File: src/rtl/ps2_key_event.sv
// PS/2 scan-byte decoder: turns make/break/E0 sequences into key events with a held-key table and event FIFO.
// Latency: event pushed on the edge consuming the last byte; input never backpressured, FIFO drops on full.
module ps2_ev_fifo #(
  parameter int W     = 10,
  parameter int DEPTH = 4
) (
  input  logic         clk,
  input  logic         clrn,
  input  logic         push,
  input  logic [W-1:0] push_dat,
  input  logic         pop,
  output logic         vld,
  output logic         drop,
  output logic [W-1:0] head
);
  localparam int AW = (DEPTH > 1) ? $clog2(DEPTH) : 1;

  logic [W-1:0] mem [DEPTH];
  logic [AW-1:0] wr_ptr, rd_ptr;
  logic [AW:0]   cnt;
  logic          full, do_pop, do_push;

  assign full    = (cnt == (AW+1)'(DEPTH));
  assign vld     = (cnt != '0);
  assign do_pop  = pop && vld;
  // A full FIFO still accepts a push when the head leaves in the same cycle.
  assign do_push = push && (!full || do_pop);
  assign drop    = push && !do_push;
  assign head    = mem[rd_ptr];

  always_ff @(posedge clk) begin
    if (do_push) mem[wr_ptr] <= push_dat;
  end

  always_ff @(posedge clk or negedge clrn) begin
    if (!clrn) begin
      wr_ptr <= '0;
      rd_ptr <= '0;
      cnt    <= '0;
    end else begin
      if (do_push) wr_ptr <= wr_ptr + AW'(1);
      if (do_pop)  rd_ptr <= rd_ptr + AW'(1);
      case ({do_push, do_pop})
        2'b10:   cnt <= cnt + (AW+1)'(1);
        2'b01:   cnt <= cnt - (AW+1)'(1);
        default: cnt <= cnt;
      endcase
    end
  end
endmodule

module ps2_key_event #(
  parameter int CNT_W      = 8,
  parameter int FIFO_DEPTH = 4,
  parameter int MAX_KEYS   = 4
) (
  input  logic                          clk,
  input  logic                          clrn,
  input  logic                          in_valid,
  input  logic [7:0]                    in_code,
  output logic                          ev_valid,
  input  logic                          ev_ready,
  output logic [7:0]                    ev_code,
  output logic                          ev_ext,
  output logic                          ev_break,
  output logic [CNT_W-1:0]              key_count,
  output logic [$clog2(MAX_KEYS+1)-1:0] held_num,
  output logic                          any_held,
  output logic                          overflow,
  output logic                          proto_err,
  input  logic                          clr_flags
);
  localparam int HW = $clog2(MAX_KEYS+1);
  localparam int IW = (MAX_KEYS > 1) ? $clog2(MAX_KEYS) : 1;

  typedef enum logic [1:0] {IDLE, EXT, BRK, EXT_BRK} state_t;

  state_t        state, nxt;
  logic          fire_make, fire_brk, is_ext, perr;
  logic [8:0]    key;
  logic          tbl_vld [MAX_KEYS];
  logic [8:0]    tbl_key [MAX_KEYS];
  logic [MAX_KEYS-1:0] hit_vec;
  logic          hit, free_found;
  logic [IW-1:0] free_idx;
  logic          push, drop;
  logic [9:0]    head;

  always_comb begin
    nxt       = state;
    fire_make = 1'b0;
    fire_brk  = 1'b0;
    is_ext    = 1'b0;
    perr      = 1'b0;
    if (in_valid) begin
      if (in_code == 8'h00 || in_code == 8'hFF || in_code == 8'hE1) begin
        nxt = IDLE;
      end else begin
        case (state)
          IDLE: begin
            if (in_code == 8'hE0)      nxt = EXT;
            else if (in_code == 8'hF0) nxt = BRK;
            else                       fire_make = 1'b1;
          end
          EXT: begin
            nxt = IDLE;
            if (in_code == 8'hE0)      perr = 1'b1;
            else if (in_code == 8'hF0) nxt = EXT_BRK;
            else begin
              fire_make = 1'b1;
              is_ext    = 1'b1;
            end
          end
          default: begin
            nxt    = IDLE;
            is_ext = (state == EXT_BRK);
            if (in_code == 8'hE0 || in_code == 8'hF0) perr = 1'b1;
            else                                      fire_brk = 1'b1;
          end
        endcase
      end
    end
  end

  assign key = {is_ext, in_code};

  always_comb begin
    hit_vec    = '0;
    free_found = 1'b0;
    free_idx   = '0;
    for (int i = MAX_KEYS-1; i >= 0; i--) begin
      hit_vec[i] = tbl_vld[i] && (tbl_key[i] == key);
      if (!tbl_vld[i]) begin
        free_found = 1'b1;
        free_idx   = IW'(i);
      end
    end
  end

  assign hit  = |hit_vec;
  // Typematic repeats of a held key are swallowed; breaks always report.
  assign push = fire_brk || (fire_make && !hit);

  always_ff @(posedge clk or negedge clrn) begin
    if (!clrn) begin
      state     <= IDLE;
      key_count <= '0;
      held_num  <= '0;
      overflow  <= 1'b0;
      proto_err <= 1'b0;
      for (int i = 0; i < MAX_KEYS; i++) begin
        tbl_vld[i] <= 1'b0;
        tbl_key[i] <= '0;
      end
    end else begin
      state     <= nxt;
      overflow  <= (overflow && !clr_flags) || drop;
      proto_err <= (proto_err && !clr_flags) || perr;
      if (fire_make && !hit) begin
        key_count <= key_count + CNT_W'(1);
        if (free_found) begin
          tbl_vld[free_idx] <= 1'b1;
          tbl_key[free_idx] <= key;
          held_num          <= held_num + HW'(1);
        end
      end
      if (fire_brk && hit) begin
        for (int i = 0; i < MAX_KEYS; i++)
          if (hit_vec[i]) tbl_vld[i] <= 1'b0;
        held_num <= held_num - HW'(1);
      end
    end
  end

  assign any_held = (held_num != '0);

  ps2_ev_fifo #(.W(10), .DEPTH(FIFO_DEPTH)) u_fifo (
    .clk      (clk),
    .clrn     (clrn),
    .push     (push),
    .push_dat ({in_code, is_ext, fire_brk}),
    .pop      (ev_ready),
    .vld      (ev_valid),
    .drop     (drop),
    .head     (head)
  );

  assign ev_code  = head[9:2];
  assign ev_ext   = head[1];
  assign ev_break = head[0];
endmodule

File: config.mk
export PLATFORM = sky130hd
export DESIGN_NAME = ps2_key_event
export DESIGN_NICKNAME = d
export VERILOG_FILES = /design/src/rtl/ps2_key_event.sv
export SDC_FILE = /design/constraint.sdc
export NUM_CORES = 1
export LEC_CHECK = 0
export CAP_MARGIN = 20
export CORE_ASPECT_RATIO = 1.4
export CORE_MARGIN = 3
export CORE_UTILIZATION = 50
export DETAILED_ROUTE_END_ITERATION = 8
export HOLD_SLACK_MARGIN = 0.02
export PLACE_DENSITY = 0.67
export SLEW_MARGIN = 20
export SYNTH_ARGS = -nofsm -noshare
export SYNTH_HDL_FRONTEND = slang
export SYNTH_SLANG_ARGS = --single-unit
File: constraint.sdc
create_clock -name clk -period 4 [get_ports clk]
set_input_delay 1 -clock clk [delete_from_list [all_inputs] [get_ports clk]]
set_output_delay 1 -clock clk [all_outputs]
set_load 0.01 [all_outputs]
==> out/qor.txt, run 1 <==
Max-Slew Margin vs Limit = 51.0%
Syn. warnings = 0
Die H = 123 µm
Mean Syn Cell Area = 13.8 µm²
Max clock buf depth = 2
most frequent cells in the layout = dfrtp_1 (62), buf_4 (43), edfxtp_1 (40)
total wire length = 9670 µm
Critical Path AT = 4.12 ns
first-pass GRT wire length = 15,800 µm
vias per cell = 5.32
Final Hold Fails = 0
status = finished, final reports clean
DRC Markers = 0
Synth Net Count = 375
Primary FF master, synth = dfrtp_1
IO buf count = 37
Hold WS = 0.480 ns
critical path capture point = tbl_key[18]
largest net degree at the start of global routing = 33
MaxCap Viol Count = 0
leakage power = 2.56 nW
skew final = 0.00646 ns
Initial DRC Count = 103
Tmin final = 3.89 ns
number of placement rows = 42
Switching Share = 29.3%
fin. max-slew vios = 0
Clock Pin Slew Worst Setup and Hold Paths = 0.07 ns
vias post-DR = 3,029
Post-synth ARST share = 60.8%
DR WL/cell = 17.0 µm
Worst Max-Slew Pin Slew = 0.734 ns
DP Wirelength = 6860 µm
Final Wtd Congestion = 0.814
#FFs+latches synth = 102
Internal = 2.42 mW
synth unique cells = 50
Syn Std Cell Area = 0.00489 mm²
clock network power share = 25.5%
cts hold-fix bufs = 0
final worst slack = 0.109 ns
CTS H-tree depth = 3
Area Growth Syn to Fin = 25.4%
DR pass1 iterations = 4
initial antenna violation count = 0
Die X = 89.6 µm
IO Pins = 38
Initial Util = 51.4%
EDFF count, synth = 40
HP Class = flip-flop to flip-flop
Num CTS Buffers = 9
vias in the first global route = 3,083
Root Driver = clkbuf_16
share of layout cells above drive strength 1 = 26.1%
clock net sink count = 102
Fmax = 0.257 GHz
Place WS = -0.332 ns
commonest non-fill, non-tap cell in the layout = dfrtp_1
fin nets = 452
switching pwr = 1.00 mW
core area = 0.00951 mm²
post-cts sizing count = 0
postcts setup bufs = 0
Pwr Density = 559 mW/mm²
Critical Path Source Type = input port
DIE AREA = 0.0110 mm²
R2R cell count = 11
# diodes = 0
critical setup path kind = input port to flip-flop
worst reg2reg path endpoint = u_fifo.cnt[1]
Synth Instances = 355
GRT Resource Usage Total = 19.0%
FF-to-FF Start = tbl_key[6]
part of the cycle the worst path needs = 97.3%
gr ovfl total = 0
Reg power frac = 44.9%
Crit. Startpoint = in_code[0]
Worst Setup End Kind = flip-flop
VDD IR max = 0.257 mV
reg2reg setup slack = 1.07 ns
Worst-Skew Late Latency = 0.35 ns
maximum net fanout on the critical path = 9
CP required = 4.23 ns
fraction of the yosys area taken by sequential cells = 56.3%
Final ANT Viol Nets = 0
Comb pwr share = 29.6%
final setup vio count = 0
TritonCTS clock tree = yes
[sequential cells by signal, summed over array words and instances, names as in the netlist]
register       flops
tbl_vld            4
u_fifo.rd_ptr      2
u_fifo.mem        40
tbl_key           36
held_num           3
u_fifo.wr_ptr      2
key_count          8
state              2
overflow           1
proto_err          1
u_fifo.cnt         3
[final cells by class]
| class | count | area (µm²) |
|---|---|---|
| well taps | 132 | 165 |
| flip-flops and latches | 102 | 2750 |
| inverters | 9 | 33.8 |
| multi-input cells | 224 | 2070 |
| fillers | 698 | 3380 |
| clock inverters | 7 | 72.6 |
| repair buffers | 86 | 811 |
| clock buffers | 9 | 225 |
[cells in the mapped netlist (all sizes together) (9+ instances only)]
cell type | count | share of area [%]
dfrtp | 62 | 32
buf | 15 | 1.8
nor2 | 13 | 1.0
nand3 | 11 | 1.1
inv | 9 | 0.69
and3 | 10 | 1.3
nor3 | 9 | 1.3
mux2 | 39 | 10
xnor2 | 16 | 2.9
edfxtp | 40 | 25
nand4 | 11 | 1.4
xor2 | 34 | 6.1
mux4 | 10 | 4.6
[per-stage QoR]
stage / cell area [µm²] / setup TNS [ns] / util (%) / power, mW / std cells
finish: 6130 / 0 / 64.5 / 3.43 / 569
global route: 6130 / -0.0108 / 64.5 / 3.63 / 569
CTS: 6060 / 0 / 63.7 / 3.46 / 568
floorplan: 4890 / 0 / - / 2.10 / 355
detailed placement: 5760 / -8.18 / 60.6 / 2.58 / 552
global placement: 5760 / -6.62 / 60.6 / 2.55 / 552
[cell families (layout without fill, tap and decap cells)]
family / after synthesis / count (layout) / synth area share [%]
AOI/OAI and AO/OA: 26 / 26 / 3.66
xor gates and xnor gates: 50 / 50 / 8.96
adders and majority gates: 7 / 7 / 2.10
buffers and inverters: 29 / 111 / 2.84
DFF: 102 / 102 / 56.3
muxes: 51 / 51 / 15.4
and+or+nand+nor: 90 / 90 / 10.8
[layer usage]
layer | up-vias | GRT usage (%) | part of all wire, %
li1 | 1453 | - | -
met1 | 1518 | 24.0 | 44
met2 | 46 | 31.9 | 52
met3 | 12 | 4.13 | 3.0
met4 | 0 | 6.80 | 1.5
met5 | - | 0 | 0
[worst max-delay path: stages]
cell and delay [ns]:
clkdlybuf4s50_1 0.40, buf_4 0.18, or4_4 0.58, o21ai_2 0.22, nor4_4 0.09, and2_4 0.15
or4_1 0.54, buf_4 0.20, nor3b_4 0.22, buf_4 0.20, mux2_1 0.33
[how the worst min path moves through the flow]
stage	from	endpoint	slack (ns)	cells past startpoint
after floorplan	tbl_key[18]	tbl_key[18]	0.48	1
after global placement	key_count[7]	key_count[7]	0.47	1
after detailed placement	key_count[7]	key_count[7]	0.47	1
after CTS	key_count[7]	key_count[7]	0.48	1
after global routing	key_count[7]	key_count[7]	0.51	1
final	key_count[7]	key_count[7]	0.48	1
[power groups by stage]
stage / registers, mW / logic (mW) / clock network, mW
after floorplan: 1.50 / 0.606 / 0
after global placement: 1.55 / 0.997 / 0
after detailed placement: 1.56 / 1.02 / 0
after CTS: 1.54 / 1.02 / 0.891
after global routing: 1.58 / 1.12 / 0.936
final: 1.54 / 1.02 / 0.873
No activity file was read; power rests on OpenSTA's default activity.
==> run 2: changes to the inputs <==
- CELL_PAD_IN_SITES_DETAIL_PLACEMENT: unset -> 1
- CELL_PAD_IN_SITES_GLOBAL_PLACEMENT: unset -> 1
- CORE_UTILIZATION: 50 -> 48
- PLACE_DENSITY: 0.67 -> 0.76
==> run 2 against run 1 <==
Effect of this change: maximum frequency barely moved; sequential power about the same; clock-buffer cell count grew 1; critical path depth rose by 2; critical endpoint is now tbl_key[21].
==> out/qor.txt, run 2 (synthesis gave the netlist of run 1 again) <==
status = finished, final reports clean
crit path buf inv count = 5
critical setup path kind = input port to flip-flop
Final Wtd Congestion = 0.783
# diodes = 0
DIE AREA = 0.0115 mm²
M3 GR Usage = 3.91%
CP required = 4.23 ns
vias per cell = 5.51
Final ANT Viol Nets = 0
Initial Util = 49.4%
IO buf count = 37
setup TNS = 0 ns
total power = 3.45 mW
switching pwr = 1.08 mW
area of the multi-input gates = 0.00211 mm²
Pwr Density = 554 mW/mm²
VDD IR max = 0.230 mV
commonest non-fill, non-tap cell in the layout = dfrtp_1
Filler Cell Count = 992
most frequent cells in the layout = dfrtp_1 (62), buf_4 (49), edfxtp_1 (40)
Post-Layout Cell Count = 579
Worst Setup End Kind = flip-flop
DRC Markers = 0
Initial DRC Count = 137
number of placement rows = 43
Max clock buf depth = 2
final setup vio count = 0
gr ovfl total = 0
Clock Pin Slew Worst Setup and Hold Paths = 0.07 ns
reg2reg setup slack = 0.84 ns
part of the cycle the worst path needs = 97.2%
CP max stage delay = 0.52 ns
Comb pwr share = 31.1%
Critical Path Source Type = input port
FF+latch area = 0.00275 mm²
Reg power frac = 45.1%
fin nets = 459
fin. max-slew vios = 0
Tmin final = 3.89 ns
HP Class = flip-flop to flip-flop
Worst Max-Slew Pin Slew = 0.828 ns
core area = 0.00990 mm²
IO Pins = 38
Top Usage Layer GRT = met2
DR WL/cell = 20.4 µm
TritonCTS clock tree = yes
Worst-Skew Late Latency = 0.35 ns
initial antenna violation count = 0
cts hold-fix bufs = 0
final core utilization = 62.8%
first-pass GRT wire length = 18,900 µm
Num CTS Buffers = 9
Root Driver = clkbuf_16
Final Hold Fails = 0
Area Growth Syn to Fin = 27.2%
skew final = 0.00828 ns
Internal = 2.37 mW
Max-Slew Margin vs Limit = 44.8%
Crit path top cell by count = buf_4
largest net degree at the start of global routing = 63
Top reg by flops = u_fifo.mem
maximum net fanout on the critical path = 13
clock network power share = 23.9%
Top delay family on crit path = simple AND/OR/NAND/NOR gates
vias post-DR = 3,191
DP Wirelength = 7930 µm
clock net sink count = 102
total wire length = 11,800 µm
Die H = 125 µm
CP max stage cell = or4_1
Fmax = 0.257 GHz
max reg flops = 40
MaxCap Viol Count = 0
share of layout cells above drive strength 1 = 28.4%
Critical Path AT = 4.12 ns
DR pass1 iterations = 4
CTS H-tree depth = 3
Switching Share = 31.3%
Top Registers = u_fifo.mem (40), tbl_key (36), key_count (8)
# placed instances = 554
Die X = 91.3 µm
grt met2 use = 37.9%
GRT Resource Usage Total = 21.2%
met1 usage = 25.8%
vias in the first global route = 3,429
worst-path cell chain = clkdlybuf4s50_1 > buf_12 > buf_4 > xnor2_1 > and3_1 > nand3_1 > nand4_1 > and2_4 > or4_1 > buf_4 > nor3b_1 > buf_4 > mux2_1
leakage power = 2.63 nW
[run 2: cell types whose count changed in the layout (fill, tap and decap cells not counted), sizes merged]
| cell | previous run | this run |
|---|---|---|
| clkdlybuf4s50 | 35 | 29 |
| buf | 50 | 57 |
| clkinvlp | 2 | 3 |
| dlymetal6s2s | 1 | 6 |
| bufinv | 1 | 0 |
| clkbuf | 9 | 11 |
| clkinv | 3 | 2 |
[run 2: path summary, 6_finish.rpt]
check                                  start       endpoint  cells after the start
worst max-delay path              in_code[7]    tbl_key[21]                     13
worst min-delay path            key_count[7]   key_count[7]                      1
worst max register to register    tbl_key[6]  u_fifo.cnt[1]                     13
worst min register to register  key_count[7]   key_count[7]                      1
max in group asynchronous               clrn     tbl_key[4]                      2
min in group asynchronous               clrn  u_fifo.cnt[1]                      2
[run 2: routing by layer]
metal	up-vias	part of all wire (%)	wire, µm
met3	15	2.3	272
met1	1665	41	4820
li1	1460	-	-
met4	0	1.6	185
met2	51	55	6510
met5	-	0	0
[run 2: power by group through the flow]
stage          logic (mW)  clock network (mW)  registers (mW)
6_report             1.07               0.823            1.55
5_1_grt              1.16               0.880            1.59
4_1_cts              1.06               0.833            1.56
3_5_place_dp         1.03                   0            1.57
3_3_place_gp        0.986                   0            1.55
2_1_floorplan       0.606                   0            1.50
[run 2: layout make-up]
class	count	area share, %
Sequential cell	102	44.3
Tap cell	135	2.72
Clock inverter	6	0.765
Multi-Input combinational cell	224	34.0
Inverter	9	0.543
Timing Repair Buffer	93	14.1
Clock buffer	10	3.68
[run 2: metrics by stage]
stage          hold WS (ns)  worst slack [ns]  area [µm²]
6_report              0.470             0.111        6220
5_1_grt               0.514           -0.0419        6220
4_1_cts               0.476            0.0386        6070
3_5_place_dp          0.463            -0.762        5760
3_3_place_gp          0.462            -0.386        5760
2_1_floorplan         0.478            0.0491        4890
[run 2: what timing repair did]
action / in CTS / in global routing
buffers inserted: 1 / 8
endpoints found under the setup margin: 55 / 45
pin swaps: 2 / 12
gates resized for setup: 6 / 22
